`src/rtl/core_pkg.sv`:
```
// Shared types and constants for the dual-issue ID->EX hazard control.
package core_pkg;

    // Controller states: normal issue, counting load-use bubbles, second half of a split pair.
    typedef enum logic [1:0] {
        ISSUE    = 2'd0,
        LU_STALL = 2'd1,
        SPLIT    = 2'd2
    } state_t;

    localparam int REG_IDX_W = 5;
    localparam logic [REG_IDX_W-1:0] ZERO_REG = '0;

endpackage

```
`src/rtl/hazard_cmp.sv`:
```
// Matches one source operand against one in-flight destination.
// Register 0 is hard-wired, so it never produces a hit.
module hazard_cmp
    import core_pkg::*;
(
    input  logic                 src_vld,
    input  logic                 src_use,
    input  logic [REG_IDX_W-1:0] src_idx,
    input  logic                 dst_en,
    input  logic [REG_IDX_W-1:0] dst_idx,
    output logic                 hit
);

    assign hit = src_vld && src_use && dst_en &&
                 (dst_idx != ZERO_REG) && (src_idx == dst_idx);

endmodule

```
`src/rtl/dual_issue_hazard_ctrl.sv`:
```
// Issue/hazard controller for the two-slot ID->EX boundary.
// Decides per slot whether to latch or bubble, holds IF/ID on stalls,
// and reports HasStalled and a saturating stall-cycle count.
module dual_issue_hazard_ctrl
    import core_pkg::*;
#(
    parameter int LU_BUBBLES = 1,
    parameter int CNT_W      = 16
) (
    input  logic                 clk,
    input  logic                 rst,
    input  logic                 flush,
    input  logic                 vld0,
    input  logic                 vld1,
    input  logic [REG_IDX_W-1:0] rs0,
    input  logic [REG_IDX_W-1:0] rt0,
    input  logic [REG_IDX_W-1:0] rs1,
    input  logic [REG_IDX_W-1:0] rt1,
    input  logic                 use_rs0,
    input  logic                 use_rt0,
    input  logic                 use_rs1,
    input  logic                 use_rt1,
    input  logic [REG_IDX_W-1:0] wr0,
    input  logic [REG_IDX_W-1:0] wr1,
    input  logic                 we0,
    input  logic                 we1,
    input  logic                 mrd0,
    input  logic                 mrd1,
    input  logic                 mwr0,
    input  logic                 mwr1,
    input  logic                 ex_mrd0,
    input  logic                 ex_mrd1,
    input  logic [REG_IDX_W-1:0] ex_wr0,
    input  logic [REG_IDX_W-1:0] ex_wr1,
    output logic                 issue0,
    output logic                 issue1,
    output logic                 hold_ifid,
    output logic                 has_stalled0,
    output logic                 has_stalled1,
    output logic [CNT_W-1:0]     stall_cnt
);

    localparam logic [1:0] BUB_INIT = 2'(LU_BUBBLES - 1);

    state_t     state, state_nx;
    logic [1:0] bub_cnt, bub_cnt_nx;
    logic       sticky0, sticky1;

    // Source operands flattened: 0=rs0, 1=rt0, 2=rs1, 3=rt1.
    logic [3:0]                src_vld, src_use;
    logic [3:0][REG_IDX_W-1:0] src_idx;
    logic [1:0]                ex_mrd;
    logic [1:0][REG_IDX_W-1:0] ex_wr;
    logic [7:0]                lu_hit;
    logic [1:0]                raw_hit;
    logic                      lu0, lu1, waw, mem_conf, pair;

    assign src_vld = {vld1, vld1, vld0, vld0};
    assign src_use = {use_rt1, use_rs1, use_rt0, use_rs0};
    assign src_idx = {rt1, rs1, rt0, rs0};
    assign ex_mrd  = {ex_mrd1, ex_mrd0};
    assign ex_wr   = {ex_wr1, ex_wr0};

    // Load-use: every ID source against every EX-slot load destination.
    for (genvar e = 0; e < 2; e++) begin : g_lu_ex
        for (genvar s = 0; s < 4; s++) begin : g_lu_src
            hazard_cmp u_lu (
                .src_vld (src_vld[s]),
                .src_use (src_use[s]),
                .src_idx (src_idx[s]),
                .dst_en  (ex_mrd[e]),
                .dst_idx (ex_wr[e]),
                .hit     (lu_hit[e*4+s])
            );
        end
    end

    // Intra-pair RAW: slot1 sources against slot0's destination.
    for (genvar s = 0; s < 2; s++) begin : g_raw
        hazard_cmp u_raw (
            .src_vld (vld1),
            .src_use (src_use[2+s]),
            .src_idx (src_idx[2+s]),
            .dst_en  (we0 && vld0),
            .dst_idx (wr0),
            .hit     (raw_hit[s])
        );
    end

    assign lu0      = lu_hit[0] | lu_hit[1] | lu_hit[4] | lu_hit[5];
    assign lu1      = lu_hit[2] | lu_hit[3] | lu_hit[6] | lu_hit[7];
    assign waw      = we0 && we1 && (wr0 == wr1) && (wr0 != ZERO_REG);
    assign mem_conf = (mrd0 || mwr0) && (mrd1 || mwr1);
    assign pair     = vld0 && vld1 && ((|raw_hit) || waw || mem_conf);

    // Next-state and issue decision; reset forces all decision outputs low.
    always_comb begin
        state_nx   = state;
        bub_cnt_nx = bub_cnt;
        issue0     = 1'b0;
        issue1     = 1'b0;
        hold_ifid  = 1'b0;
        case (state)
            ISSUE: begin
                if (flush) begin
                    bub_cnt_nx = 2'd0;
                end else if (lu0 || lu1) begin
                    hold_ifid  = 1'b1;
                    bub_cnt_nx = BUB_INIT;
                    if (BUB_INIT != 2'd0) state_nx = LU_STALL;
                end else if (pair) begin
                    issue0    = 1'b1;
                    hold_ifid = 1'b1;
                    state_nx  = SPLIT;
                end else begin
                    issue0 = vld0;
                    issue1 = vld1;
                end
            end
            LU_STALL: begin
                if (flush) begin
                    bub_cnt_nx = 2'd0;
                    state_nx   = ISSUE;
                end else begin
                    hold_ifid  = 1'b1;
                    bub_cnt_nx = (bub_cnt == 2'd0) ? 2'd0 : bub_cnt - 2'd1;
                    if (bub_cnt <= 2'd1) state_nx = ISSUE;
                end
            end
            SPLIT: begin
                if (flush) begin
                    state_nx = ISSUE;
                end else if (lu1) begin
                    hold_ifid = 1'b1;
                end else begin
                    issue1   = vld1;
                    state_nx = ISSUE;
                end
            end
            default: begin
                state_nx   = ISSUE;
                bub_cnt_nx = 2'd0;
            end
        endcase
        if (rst) begin
            issue0    = 1'b0;
            issue1    = 1'b0;
            hold_ifid = 1'b0;
        end
    end

    assign has_stalled0 = issue0 && sticky0;
    assign has_stalled1 = issue1 && sticky1;

    // State register and load-use bubble counter.
    always_ff @(posedge clk) begin
        if (rst) begin
            state   <= ISSUE;
            bub_cnt <= 2'd0;
        end else begin
            state   <= state_nx;
            bub_cnt <= bub_cnt_nx;
        end
    end

    // Sticky "was held" flags per slot; slot0 in SPLIT is already gone, so its flag is cleared.
    always_ff @(posedge clk) begin
        if (rst) begin
            sticky0 <= 1'b0;
            sticky1 <= 1'b0;
        end else begin
            if (flush || issue0 || state == SPLIT) sticky0 <= 1'b0;
            else if (hold_ifid && vld0)           sticky0 <= 1'b1;
            if (flush || issue1)                   sticky1 <= 1'b0;
            else if (hold_ifid && vld1)           sticky1 <= 1'b1;
        end
    end

    // Saturating count of IF/ID hold cycles; flush does not clear it.
    always_ff @(posedge clk) begin
        if (rst) begin
            stall_cnt <= '0;
        end else if (hold_ifid && (stall_cnt != {CNT_W{1'b1}})) begin
            stall_cnt <= stall_cnt + 1'b1;
        end
    end

endmodule
```
`config.mk`:
```
export PLATFORM = sky130hd
export DESIGN_NAME = dual_issue_hazard_ctrl
export DESIGN_NICKNAME = d
export VERILOG_FILES = /design/src/rtl/core_pkg.sv /design/src/rtl/hazard_cmp.sv /design/src/rtl/dual_issue_hazard_ctrl.sv
export SDC_FILE = /design/constraint.sdc
export NUM_CORES = 1
export LEC_CHECK = 0
export BUFFER_PORTS_ARGS = -buffer_cell sky130_fd_sc_hd__clkbuf_2
export CAP_MARGIN = 10
export CORE_UTILIZATION = 49
export CTS_CLUSTER_SIZE = 16
export DETAILED_ROUTE_END_ITERATION = 10
export PLACE_DENSITY_LB_ADDON = 0.1
export RECOVER_POWER = 25
export SETUP_SLACK_MARGIN = 0.05
export SYNTH_ARGS = -nofsm -noshare
export SYNTH_HDL_FRONTEND = slang
export SYNTH_SLANG_ARGS = --single-unit
```
`constraint.sdc`:
```
create_clock -name clk -period 4.8 [get_ports clk]
set_input_delay 1.2 -clock clk [delete_from_list [all_inputs] [get_ports clk]]
set_output_delay 1.2 -clock clk [all_outputs]
set_load 0.01 [all_outputs]
```
==> flow_metrics.py, run 1 <==
metrics = {
    "sta": {
        "achievable-frequency_mhz": 227,
        "rsz0062_at_grt": "false",
        "hold_violation_count_in_the_final_report": 0,
        "hold_slack_ns": 0.468,
        "period_needed_ns": 4.41,
        "max_slew_margin": 0.588,
        "final.setup.tns_ns": 0,
        "fin_max_slew_vios": 0,
        "setup_violations": 0,
        "tightest_slew_ns": 0.614,
        "min_period_over_period": 0.920,
        "skew_ns": 0.0106,
    },
    "worst_setup_path": {
        "setup.reg_to_reg.worst_slack_ns": 2.54,
        "worst_ep_arrival_time_ns": 3.21,
        "rr_worst_depth": 8,
        "worstSetupPathType": "primary input to primary output",
        "endpoint_kind": "primary output",
        "cp.required_ns": 3.60,
        "crit_path_max_fanout": 11,
        "critical_r2r_launch": "stall_cnt[0]$_SDFFE_PP0P_",
        "worst_r2r_endpoint": "stall_cnt[15]$_SDFFE_PP0P_",
        "setup.worst_path.start_class": "primary input",
    },
    "yosys": {
        "dominantRegCellSynth": "sky130_fd_sc_hd__dfxtp_1",
        "synth.net_count": 293,
        "synth.avg_cell_area_um2": 7.99,
        "mappedNetlistArea_um2": 1880,
        "synth.yosys.warnings": 0,
        "synthCells": 235,
        "synth_most_common_cell": "sky130_fd_sc_hd__xnor2_1",
        "yosysSeqAreaShare": 0.203,
        "ys_seq_elements": 19,
        "synth.top_cells.by_count": "50 x sky130_fd_sc_hd__xnor2_1, 19 x sky130_fd_sc_hd__dfxtp_1, 19 x sky130_fd_sc_hd__nor2_1, 16 x sky130_fd_sc_hd__nand4_1, 14 x sky130_fd_sc_hd__nand3_1",
        "synth_top_area_cell": "sky130_fd_sc_hd__xnor2_1",
        "synth_cell_type_count": 45,
        "synth-edff-count": 0,
        "synth_top_cells_by_area": "sky130_fd_sc_hd__xnor2_1 23%, sky130_fd_sc_hd__dfxtp_1 20%, sky130_fd_sc_hd__nand4_1 5.3%",
        "synth_async_sr_flop_share": 0,
        "yosysTopAreaCellShare": 0.233,
    },
    "clock_network": {
        "clk_pin_slew_worst_paths_ns": 0.08,
        "cts_inserted_buffers": 3,
        "clk_root_buffer_cell": "sky130_fd_sc_hd__clkbuf_8",
        "cts_tree": "built",
        "post-cts-setup-buffer-count": 0,
        "cts.repair.resized": 0,
        "clkLatencyLatePin_ns": 0.27,
        "holdBufCountCts": 0,
        "clkSinkCount": 19,
        "clock_tree.htree_level_count": 1,
        "cts.path.max_buffers": 2,
    },
    "global_routing": {
        "maximum_number_of_pins_on_one_net_before_global_route_repair": 23,
        "globalRouteOverflowTotal": 0,
        "antenna_found_initial": 0,
        "first_pass_grt_wire_length_um": 7540,
        "number_of_global_route_vias_before_repair": 1640,
        "track_usage": 0.233,
    },
    "power": {
        "internal_power_w": 0.000272,
        "power.net_switching_w": 0.000120,
        "leakage_nw": 0.832,
        "seqPwrFrac": 0.406,
        "swShare": 0.306,
        "peakVddDrop_mv": 0.134,
        "power.density_cell_area_nw_per_um2": 173,
        "clock_power_share": 0.295,
        "share_of_power_burned_in_combinational_logic": 0.299,
    },
    "die": {
        "initial_core_util": 0.513,
        "core_region_area_um2": 3660,
        "placement_rows": 22,
        "dieArea_um2": 4080,
        "io_pins": 78,
        "die_width_um": 63.9,
        "chipHeight_um": 63.9,
    },
    "run": {
        "max_capacitance_violation_total": 0,
    },
    "detailed_routing": {
        "drtPass1Iterations": 4,
        "vias": 1915,
        "met2RoutedLength_um": 1880,
        "wirelength_met1_um": 2310,
        "drt-wirelength-per-cell_um": 12.9,
        "detailroute.wirelength.met3_um": 248,
        "top_signal_layer_used": "met4",
        "drt_wl_total_um": 4470,
        "antenna_left": 0,
        "routed_via_density": 5.52,
        "remaining_drc_errors": 0,
        "drtIter0Drc": 146,
    },
    "place": {
        "gp_routability_congestion": 0.840,
        "port_buffers": 77,
        "place_inst": 343,
        "detailed_place_hpwl_um": 3650,
    },
    "finish": {
        "fin_cells": 347,
        "fin_nets": 358,
        "diodes": 0,
        "fillers": 363,
        "area_growth_pct": 20.7,
        "drive_gt1_frac": 0.291,
    },
    "min_path": {
        "worst_hold_startpoint": "state[1]$_SDFFE_PP0P_",
        "min_path_cells": 1,
        "holdPathEnd": "sticky0$_SDFFE_PP0P_",
        "worstHoldPathType": "flop to flop",
    },
    "run_status": {
        "run_status": "complete, no violations",
    },
}
## stage by stage
step | setup WS (ns) | area, µm² | power (W) | utilization
final | 0.386 | 2270 | 0.000393 | 0.619
after global routing | 0.237 | 2270 | 0.000413 | 0.619
after CTS | 0.380 | 2280 | 0.000393 | 0.622
after detailed placement | 0.391 | 2230 | 0.000280 | 0.610
after global placement | 0.436 | 2230 | 0.000280 | 0.610
after floorplan | 0.530 | 1880 | 0.000241 | -
## registers in the layout, indices dropped and copies added (netlist names)
signal and flops:
sticky1 1, sticky0 1, state 1, stall_cnt 16
## critical path: stages
cell	delay [ns]
sky130_fd_sc_hd__clkbuf_2	0.15
sky130_fd_sc_hd__or4_1	0.55
sky130_fd_sc_hd__o21ai_2	0.19
sky130_fd_sc_hd__o22ai_2	0.14
sky130_fd_sc_hd__o21ai_4	0.27
sky130_fd_sc_hd__and2_4	0.26
sky130_fd_sc_hd__and3_1	0.19
sky130_fd_sc_hd__and2_1	0.14
sky130_fd_sc_hd__clkbuf_2	0.13
## worst max path at each step
stage          startpoint           end  slack (ns)  depth (start not counted)
2_1_floorplan   ex_wr0[0]  has_stalled1        0.53                          9
3_3_place_gp    ex_wr0[1]  has_stalled1        0.44                          9
3_5_place_dp    ex_wr0[1]  has_stalled1        0.39                          9
4_1_cts         ex_wr0[1]  has_stalled1        0.38                          9
5_1_grt         ex_wr0[1]  has_stalled1        0.24                          9
6_report        ex_wr0[1]  has_stalled1        0.39                          9
## cell families after synthesis
family,after synthesis,share of synthesized area
and+or+nand+nor,91,0.264
xor gates and xnor gates,60,0.280
AOI/OAI and AO/OA,40,0.170
adders and majority gates,1,0.00666
buffers and inverters,21,0.0586
DFF,19,0.203
muxes,3,0.0180
## per-layer routing
metal  vias to the layer above  global-route usage
met5                         -                   0
met4                         0              0.0483
met3                         4              0.0321
met2                        61               0.344
met1                       882               0.353
li1                        968                   -
## area by class of cell
type / count / area (µm²) / area share
multi-input cells: 195 / 1390 / 0.612
flip-flops and latches: 19 / 380 / 0.168
repair buffers: 78 / 380 / 0.168
well taps: 48 / 60.1 / 0.0265
clock buffers: 3 / 41.3 / 0.0182
inverters: 3 / 11.3 / 0.00497
clock inverters: 1 / 5.00 / 0.00221
## cells in the final DEF (no fill, tap or decap), drive strengths merged, types with 2 or more instances in the layout
| cell type | count |
|---|---|
| a2111oi | 2 |
| a211oi | 5 |
| a21o | 2 |
| a21oi | 11 |
| a31o | 2 |
| a31oi | 2 |
| and2 | 3 |
| and3 | 7 |
| clkbuf | 80 |
| dfxtp | 19 |
| inv | 3 |
| mux2 | 3 |
| nand2 | 8 |
| nand2b | 2 |
| nand3 | 14 |
| nand4 | 16 |
| nor2 | 19 |
| nor2b | 3 |
| nor3 | 4 |
| nor4 | 5 |
| o21ai | 5 |
| o22a | 5 |
| o22ai | 3 |
| or3 | 3 |
| or4 | 4 |
| xnor2 | 50 |
| xor2 | 10 |
## power groups by stage
stage / Sequential, W / Combinational [W] / Clock, W
6_report: 0.000159 / 0.000117 / 0.000116
5_1_grt: 0.000160 / 0.000130 / 0.000123
4_1_cts: 0.000159 / 0.000118 / 0.000116
3_5_place_dp: 0.000163 / 0.000117 / 0
3_3_place_gp: 0.000163 / 0.000117 / 0
2_1_floorplan: 0.000163 / 0.0000779 / 0
Note: power is estimated with default switching activity, not from simulation.
==> run 2: changes to the inputs <==
--- a/config.mk
+++ b/config.mk
@@ -15,4 +15,5 @@
 export SETUP_SLACK_MARGIN = 0.05
 export SYNTH_ARGS = -nofsm -noshare
 export SYNTH_HDL_FRONTEND = slang
+export SYNTH_HIERARCHICAL = 1
 export SYNTH_SLANG_ARGS = --single-unit
==> flow_metrics.py, run 2 <==
metrics = {
    "run_status": {
        "run_status": "complete, no violations",
    },
    "detailed_routing": {
        "met2RoutedLength_um": 1980,
        "drtPass1Iterations": 6,
        "routed_via_density": 5.56,
        "drt_wl_total_um": 4470,
        "vias": 2000,
        "drt-wirelength-per-cell_um": 12.4,
        "antenna_left": 0,
        "remaining_drc_errors": 0,
        "detailroute.wirelength.met3_um": 262,
        "top_signal_layer_used": "met3",
        "wirelength_met1_um": 2230,
        "drtIter0Drc": 144,
    },
    "finish": {
        "drive_gt1_frac": 0.266,
        "fillers": 369,
        "fin_nets": 371,
        "fin_cells": 360,
        "layout.core_utilization": 0.637,
        "largest_register": "stall_cnt",
        "area_growth_pct": 24.3,
        "most_common_cell_after_layout_fill_and_taps_aside": "sky130_fd_sc_hd__clkbuf_2",
        "design_area_um2": 2330,
        "diodes": 0,
        "most-common-layout-cells": "67 x sky130_fd_sc_hd__clkbuf_2, 52 x sky130_fd_sc_hd__xnor2_1, 25 x sky130_fd_sc_hd__nand4_1",
        "largest_register_ffs": 16,
    },
    "yosys": {
        "yosysTopAreaCellShare": 0.243,
        "synth_cell_type_count": 44,
        "synth_top_cells_by_area": "sky130_fd_sc_hd__xnor2_1 24%, sky130_fd_sc_hd__dfxtp_1 20%, sky130_fd_sc_hd__nand4_1 8.3%",
        "synth_top_area_cell": "sky130_fd_sc_hd__xnor2_1",
        "synthCells": 235,
        "synth.yosys.warnings": 6,
        "synth_async_sr_flop_share": 0,
        "synth-edff-count": 0,
        "synth_most_common_cell": "sky130_fd_sc_hd__xnor2_1",
        "synth.avg_cell_area_um2": 7.99,
        "ys_seq_elements": 19,
        "synth.net_count": 293,
        "synth.top_cells.by_count": "52 x sky130_fd_sc_hd__xnor2_1, 25 x sky130_fd_sc_hd__nand4_1, 22 x sky130_fd_sc_hd__nor2_1, 19 x sky130_fd_sc_hd__dfxtp_1",
        "mappedNetlistArea_um2": 1880,
        "yosysSeqAreaShare": 0.203,
        "dominantRegCellSynth": "sky130_fd_sc_hd__dfxtp_1",
    },
    "clock_network": {
        "cts.path.max_buffers": 2,
        "cts.repair.resized": 0,
        "cts_inserted_buffers": 3,
        "post-cts-setup-buffer-count": 0,
        "cts_tree": "built",
        "clock_tree.htree_level_count": 1,
        "clkSinkCount": 19,
        "clk_pin_slew_worst_paths_ns": 0.07,
        "holdBufCountCts": 0,
        "clkLatencyLatePin_ns": 0.26,
        "clk_root_buffer_cell": "sky130_fd_sc_hd__clkbuf_8",
    },
    "worst_setup_path": {
        "setup.worst_path.start_class": "primary input",
        "critPathMostFrequentCell": "sky130_fd_sc_hd__clkbuf_2",
        "cpLargestDelayFamily": "simple AND/OR/NAND/NOR gates",
        "worstSetupPathType": "primary input to primary output",
        "critical_path.cell_chain": "clkbuf_2 > or4_1 > nor2_1 > nor3_1 > nor4_2 > o21ai_0 > a32oi_1 > and2_4 > inv_1 > clkbuf_2",
        "crit_path_max_fanout": 11,
        "critPathSlowestCell": "sky130_fd_sc_hd__or4_1",
        "critPathMaxStageDelay_ns": 0.53,
        "cp.required_ns": 3.60,
        "worst_ep_arrival_time_ns": 3.34,
        "path_buf_inv": 3,
        "endpoint_kind": "primary output",
    },
    "power": {
        "leakage_nw": 0.870,
        "power.density_cell_area_nw_per_um2": 166,
        "peakVddDrop_mv": 0.118,
    },
    "global_routing": {
        "first_pass_grt_wire_length_um": 7430,
        "track_usage": 0.222,
        "maximum_number_of_pins_on_one_net_before_global_route_repair": 24,
        "globalRouteOverflowTotal": 0,
        "number_of_global_route_vias_before_repair": 1711,
        "antenna_found_initial": 0,
    },
    "die": {
        "die_width_um": 63.9,
        "placement_rows": 22,
        "dieArea_um2": 4080,
        "core_region_area_um2": 3660,
        "io_pins": 78,
        "initial_core_util": 0.513,
        "chipHeight_um": 63.9,
    },
    "sta": {
        "setup_slack_ns": 0.263,
        "setup_violations": 0,
        "min_period_over_period": 0.945,
        "fin_max_slew_vios": 0,
        "period_needed_ns": 4.54,
        "achievable-frequency_mhz": 220,
        "tightest_slew_ns": 0.898,
        "max_slew_margin": 0.401,
        "skew_ns": 0.00119,
        "final.setup.tns_ns": 0,
        "hold_violation_count_in_the_final_report": 0,
        "rsz0062_at_grt": "false",
    },
    "place": {
        "place_inst": 356,
        "gp_routability_congestion": 0.863,
        "detailed_place_hpwl_um": 3610,
        "port_buffers": 77,
        "place_area_um2": 2300,
        "pre_cts_ws_ns": 0.261,
    },
    "min_path": {
        "worstHoldPathType": "flop to flop",
    },
    "run": {
        "max_capacitance_violation_total": 0,
    },
}
-- run 2: cell count changes after synthesis, sizes merged, moves of 4 or more --
cell,before,now
buf,9,2
nand3,14,9
nand4,16,25
clkbuf,9,2
xor2,10,4
mux2i,0,4
a211oi,5,0
or4,4,13
nor3,4,11
o22a,5,0
-- run 2: layout make-up --
class                      count  area (µm²)  area share
clock buffer                   3        41.3      0.0177
clock inverter                 1        5.00     0.00214
inverter                       3        11.3     0.00483
multi-input combinational    209        1460       0.627
sequential                    19         380       0.163
tap                           48        60.1      0.0257
timing repair buffer          77         373       0.160
-- run 2: kinds of logic after synthesis --
kind of cell,synth area share
AO/OA/AOI/OAI,0.0899
multiplexers,0.0533
flip-flops,0.203
adder cells (fa/ha/maj),0.00666
AND/OR/NAND/NOR,0.368
buffers and inverters,0.0187
XOR/XNOR,0.261
-- run 2: routing by layer --
metal,track usage,vias up
met4,0.0170,0
met3,0.0411,0
met5,0,-
li1,-,1028
met2,0.359,57
met1,0.315,915
-- run 2: worst paths after layout --
check	startpoint	to	slack (ns)	depth (start not counted)
hold reg to reg	stall_cnt[4]$_SDFFE_PP0P_	stall_cnt[4]$_SDFFE_PP0P_	0.48	1
setup reg to reg	stall_cnt[0]$_SDFFE_PP0P_	stall_cnt[8]$_SDFFE_PP0P_	2.66	6
hold / removal	stall_cnt[4]$_SDFFE_PP0P_	stall_cnt[4]$_SDFFE_PP0P_	0.48	1
setup / recovery	ex_wr0[1]	hold_ifid	0.26	10
-- run 2: where the power goes --
group	internal (W)	switching (W)
Clock	0.0000577	0.0000530
Combinational	0.0000565	0.0000608
Sequential	0.000158	0.00000102
Total	0.000273	0.000115
-- run 2: per-stage QoR --
stage	total power (W)	hold slack (ns)
global route	0.000410	0.523
detailed placement	0.000281	0.470
global placement	0.000280	0.472
finish	0.000388	0.480
floorplan	0.000227	0.481
CTS	0.000393	0.493
==> run 3: changes to the inputs <==
--- a/config.mk
+++ b/config.mk
@@ -7,7 +7,7 @@
 export LEC_CHECK = 0
 export BUFFER_PORTS_ARGS = -buffer_cell sky130_fd_sc_hd__clkbuf_2
 export CAP_MARGIN = 10
-export CORE_UTILIZATION = 49
+export CORE_UTILIZATION = 52
 export CTS_CLUSTER_SIZE = 16
 export DETAILED_ROUTE_END_ITERATION = 10
 export PLACE_DENSITY_LB_ADDON = 0.1
==> constraint.sdc (replaced) <==
create_clock -name clk -period 5.7 [get_ports clk]
set_input_delay 1.425 -clock clk [delete_from_list [all_inputs] [get_ports clk]]
set_output_delay 1.425 -clock clk [all_outputs]
set_load 0.01 [all_outputs]
==> flow_metrics.py, run 3 (synthesis results as in run 2) <==
metrics = {
    "place": {
        "detailed_place_hpwl_um": 3520,
        "place_area_um2": 2300,
        "gp_routability_congestion": 0.788,
        "port_buffers": 77,
    },
    "detailed_routing": {
        "antenna_left": 0,
        "drt-wirelength-per-cell_um": 12.1,
        "drt_wl_total_um": 4340,
        "remaining_drc_errors": 0,
        "drtIter0Drc": 89,
        "drtPass1Iterations": 4,
        "vias": 1975,
        "routed_via_density": 5.52,
    },
    "clock_network": {
        "post-cts-setup-buffer-count": 0,
        "cts.repair.resized": 0,
        "clkLatencyLatePin_ns": 0.29,
        "holdBufCountCts": 0,
        "clk_pin_slew_worst_paths_ns": 0.10,
        "clock_tree.htree_level_count": 1,
        "clkSinkCount": 19,
        "cts.path.max_buffers": 2,
        "cts_tree": "built",
        "clk_root_buffer_cell": "sky130_fd_sc_hd__clkbuf_4",
        "cts_inserted_buffers": 3,
    },
    "sta": {
        "min_period_over_period": 0.880,
        "max_slew_margin": 0.404,
        "rsz0062_at_grt": "false",
        "tightest_slew_ns": 0.894,
        "skew_ns": 0.00101,
        "achievable-frequency_mhz": 199,
        "hold_slack_ns": 0.491,
        "fin_max_slew_vios": 0,
        "final.setup.tns_ns": 0,
        "setup_violations": 0,
        "period_needed_ns": 5.02,
        "hold_violation_count_in_the_final_report": 0,
    },
    "die": {
        "chipHeight_um": 62.1,
        "initial_core_util": 0.554,
        "io_pins": 78,
        "core_region_area_um2": 3390,
        "die_width_um": 62.1,
        "dieArea_um2": 3860,
        "placement_rows": 21,
    },
    "finish": {
        "area_growth_pct": 23.1,
        "most_common_cell_after_layout_fill_and_taps_aside": "sky130_fd_sc_hd__clkbuf_2",
        "largest_register_ffs": 16,
        "largest_register": "stall_cnt",
        "design_area_um2": 2310,
        "drive_gt1_frac": 0.263,
        "diodes": 0,
        "fin_nets": 371,
        "layout.core_utilization": 0.682,
        "most-common-layout-cells": "67 x sky130_fd_sc_hd__clkbuf_2, 52 x sky130_fd_sc_hd__xnor2_1, 25 x sky130_fd_sc_hd__nand4_1",
    },
    "power": {
        "swShare": 0.305,
        "power.net_switching_w": 0.0000913,
        "internal_power_w": 0.000208,
        "power_w": 0.000300,
        "leakage_nw": 0.859,
        "seqPwrFrac": 0.448,
        "peakVddDrop_mv": 0.0946,
        "power.density_cell_area_nw_per_um2": 130,
        "share_of_power_burned_in_combinational_logic": 0.331,
        "clock_power_share": 0.221,
    },
    "global_routing": {
        "first_pass_grt_wire_length_um": 6780,
        "globalRouteOverflowTotal": 0,
        "number_of_global_route_vias_before_repair": 1583,
        "grt_busiest_layer": "met2",
        "use_met1": 0.320,
        "track_usage": 0.231,
        "maximum_number_of_pins_on_one_net_before_global_route_repair": 24,
        "globalRouteMet3Util": 0.0435,
        "global_route.usage.met2": 0.381,
        "antenna_found_initial": 0,
    },
    "worst_setup_path": {
        "endpoint_kind": "primary output",
        "cp.required_ns": 4.28,
        "worst_ep_arrival_time_ns": 3.59,
        "critPathMaxStageDelay_ns": 0.54,
        "setup.worst_path.start_class": "primary input",
        "critPathSlowestCell": "sky130_fd_sc_hd__or4_1",
        "worstSetupPathType": "primary input to primary output",
        "critPathMostFrequentCell": "sky130_fd_sc_hd__clkbuf_2",
        "critical_path.cell_chain": "clkbuf_2 > or4_1 > nor2_1 > nor3_1 > nor4_2 > o21ai_0 > a32oi_1 > and2_4 > inv_1 > clkbuf_2",
        "crit_path_max_fanout": 11,
    },
    "run": {
        "max_capacitance_violation_total": 0,
    },
    "min_path": {
        "worstHoldPathType": "flop to flop",
    },
    "run_status": {
        "run_status": "complete, no violations",
    },
}
-- run 3: stage by stage --
step / cells / worst slack, ns
after detailed placement: 354 / 0.684
after global placement: 354 / 0.743
after floorplan: 235 / 0.996
after CTS: 358 / 0.683
after global routing: 358 / 0.455
final: 358 / 0.682
-- run 3: area by class of cell --
| type | instances | area [µm²] |
|---|---|---|
| Tap cell | 46 | 57.6 |
| Clock buffer | 4 | 26.3 |
| Sequential cell | 19 | 380 |
| Inverter | 3 | 11.3 |
| Fill cell | 324 | 1080 |
| Multi-Input combinational cell | 209 | 1460 |
| Timing Repair Buffer | 77 | 373 |
-- run 3: worst max-delay path: cells and delay by family --
kind	cells	cell delay (ns)
AOI/OAI and AO/OA	2	0.44
and+or+nand+nor	5	1.34
buffers and inverters	3	0.37
-- run 3: layer usage --
| layer | wire [µm] | up-vias |
|---|---|---|
| li1 | - | 1027 |
| met1 | 2150 | 890 |
| met2 | 1940 | 54 |
| met3 | 220 | 4 |
| met4 | 29 | 0 |
| met5 | 0 | - |
-- run 3: power by group through the flow --
stage | Clock, W | Sequential, W | Combinational (W)
finish | 0.0000662 | 0.000134 | 0.0000992
global route | 0.0000767 | 0.000135 | 0.000109
CTS | 0.0000688 | 0.000134 | 0.0000993
floorplan | 0 | 0.000137 | 0.0000537
global placement | 0 | 0.000137 | 0.0000975
detailed placement | 0 | 0.000137 | 0.0000989
-- run 3: final timing paths --
check | startpoint | to | slack (ns) | depth (start not counted)
setup / recovery | ex_wr0[1] | hold_ifid | 0.68 | 10
hold / removal | stall_cnt[4]$_SDFFE_PP0P_ | stall_cnt[4]$_SDFFE_PP0P_ | 0.49 | 1
setup reg to reg | stall_cnt[0]$_SDFFE_PP0P_ | stall_cnt[8]$_SDFFE_PP0P_ | 3.53 | 6
hold reg to reg | stall_cnt[4]$_SDFFE_PP0P_ | stall_cnt[4]$_SDFFE_PP0P_ | 0.49 | 1
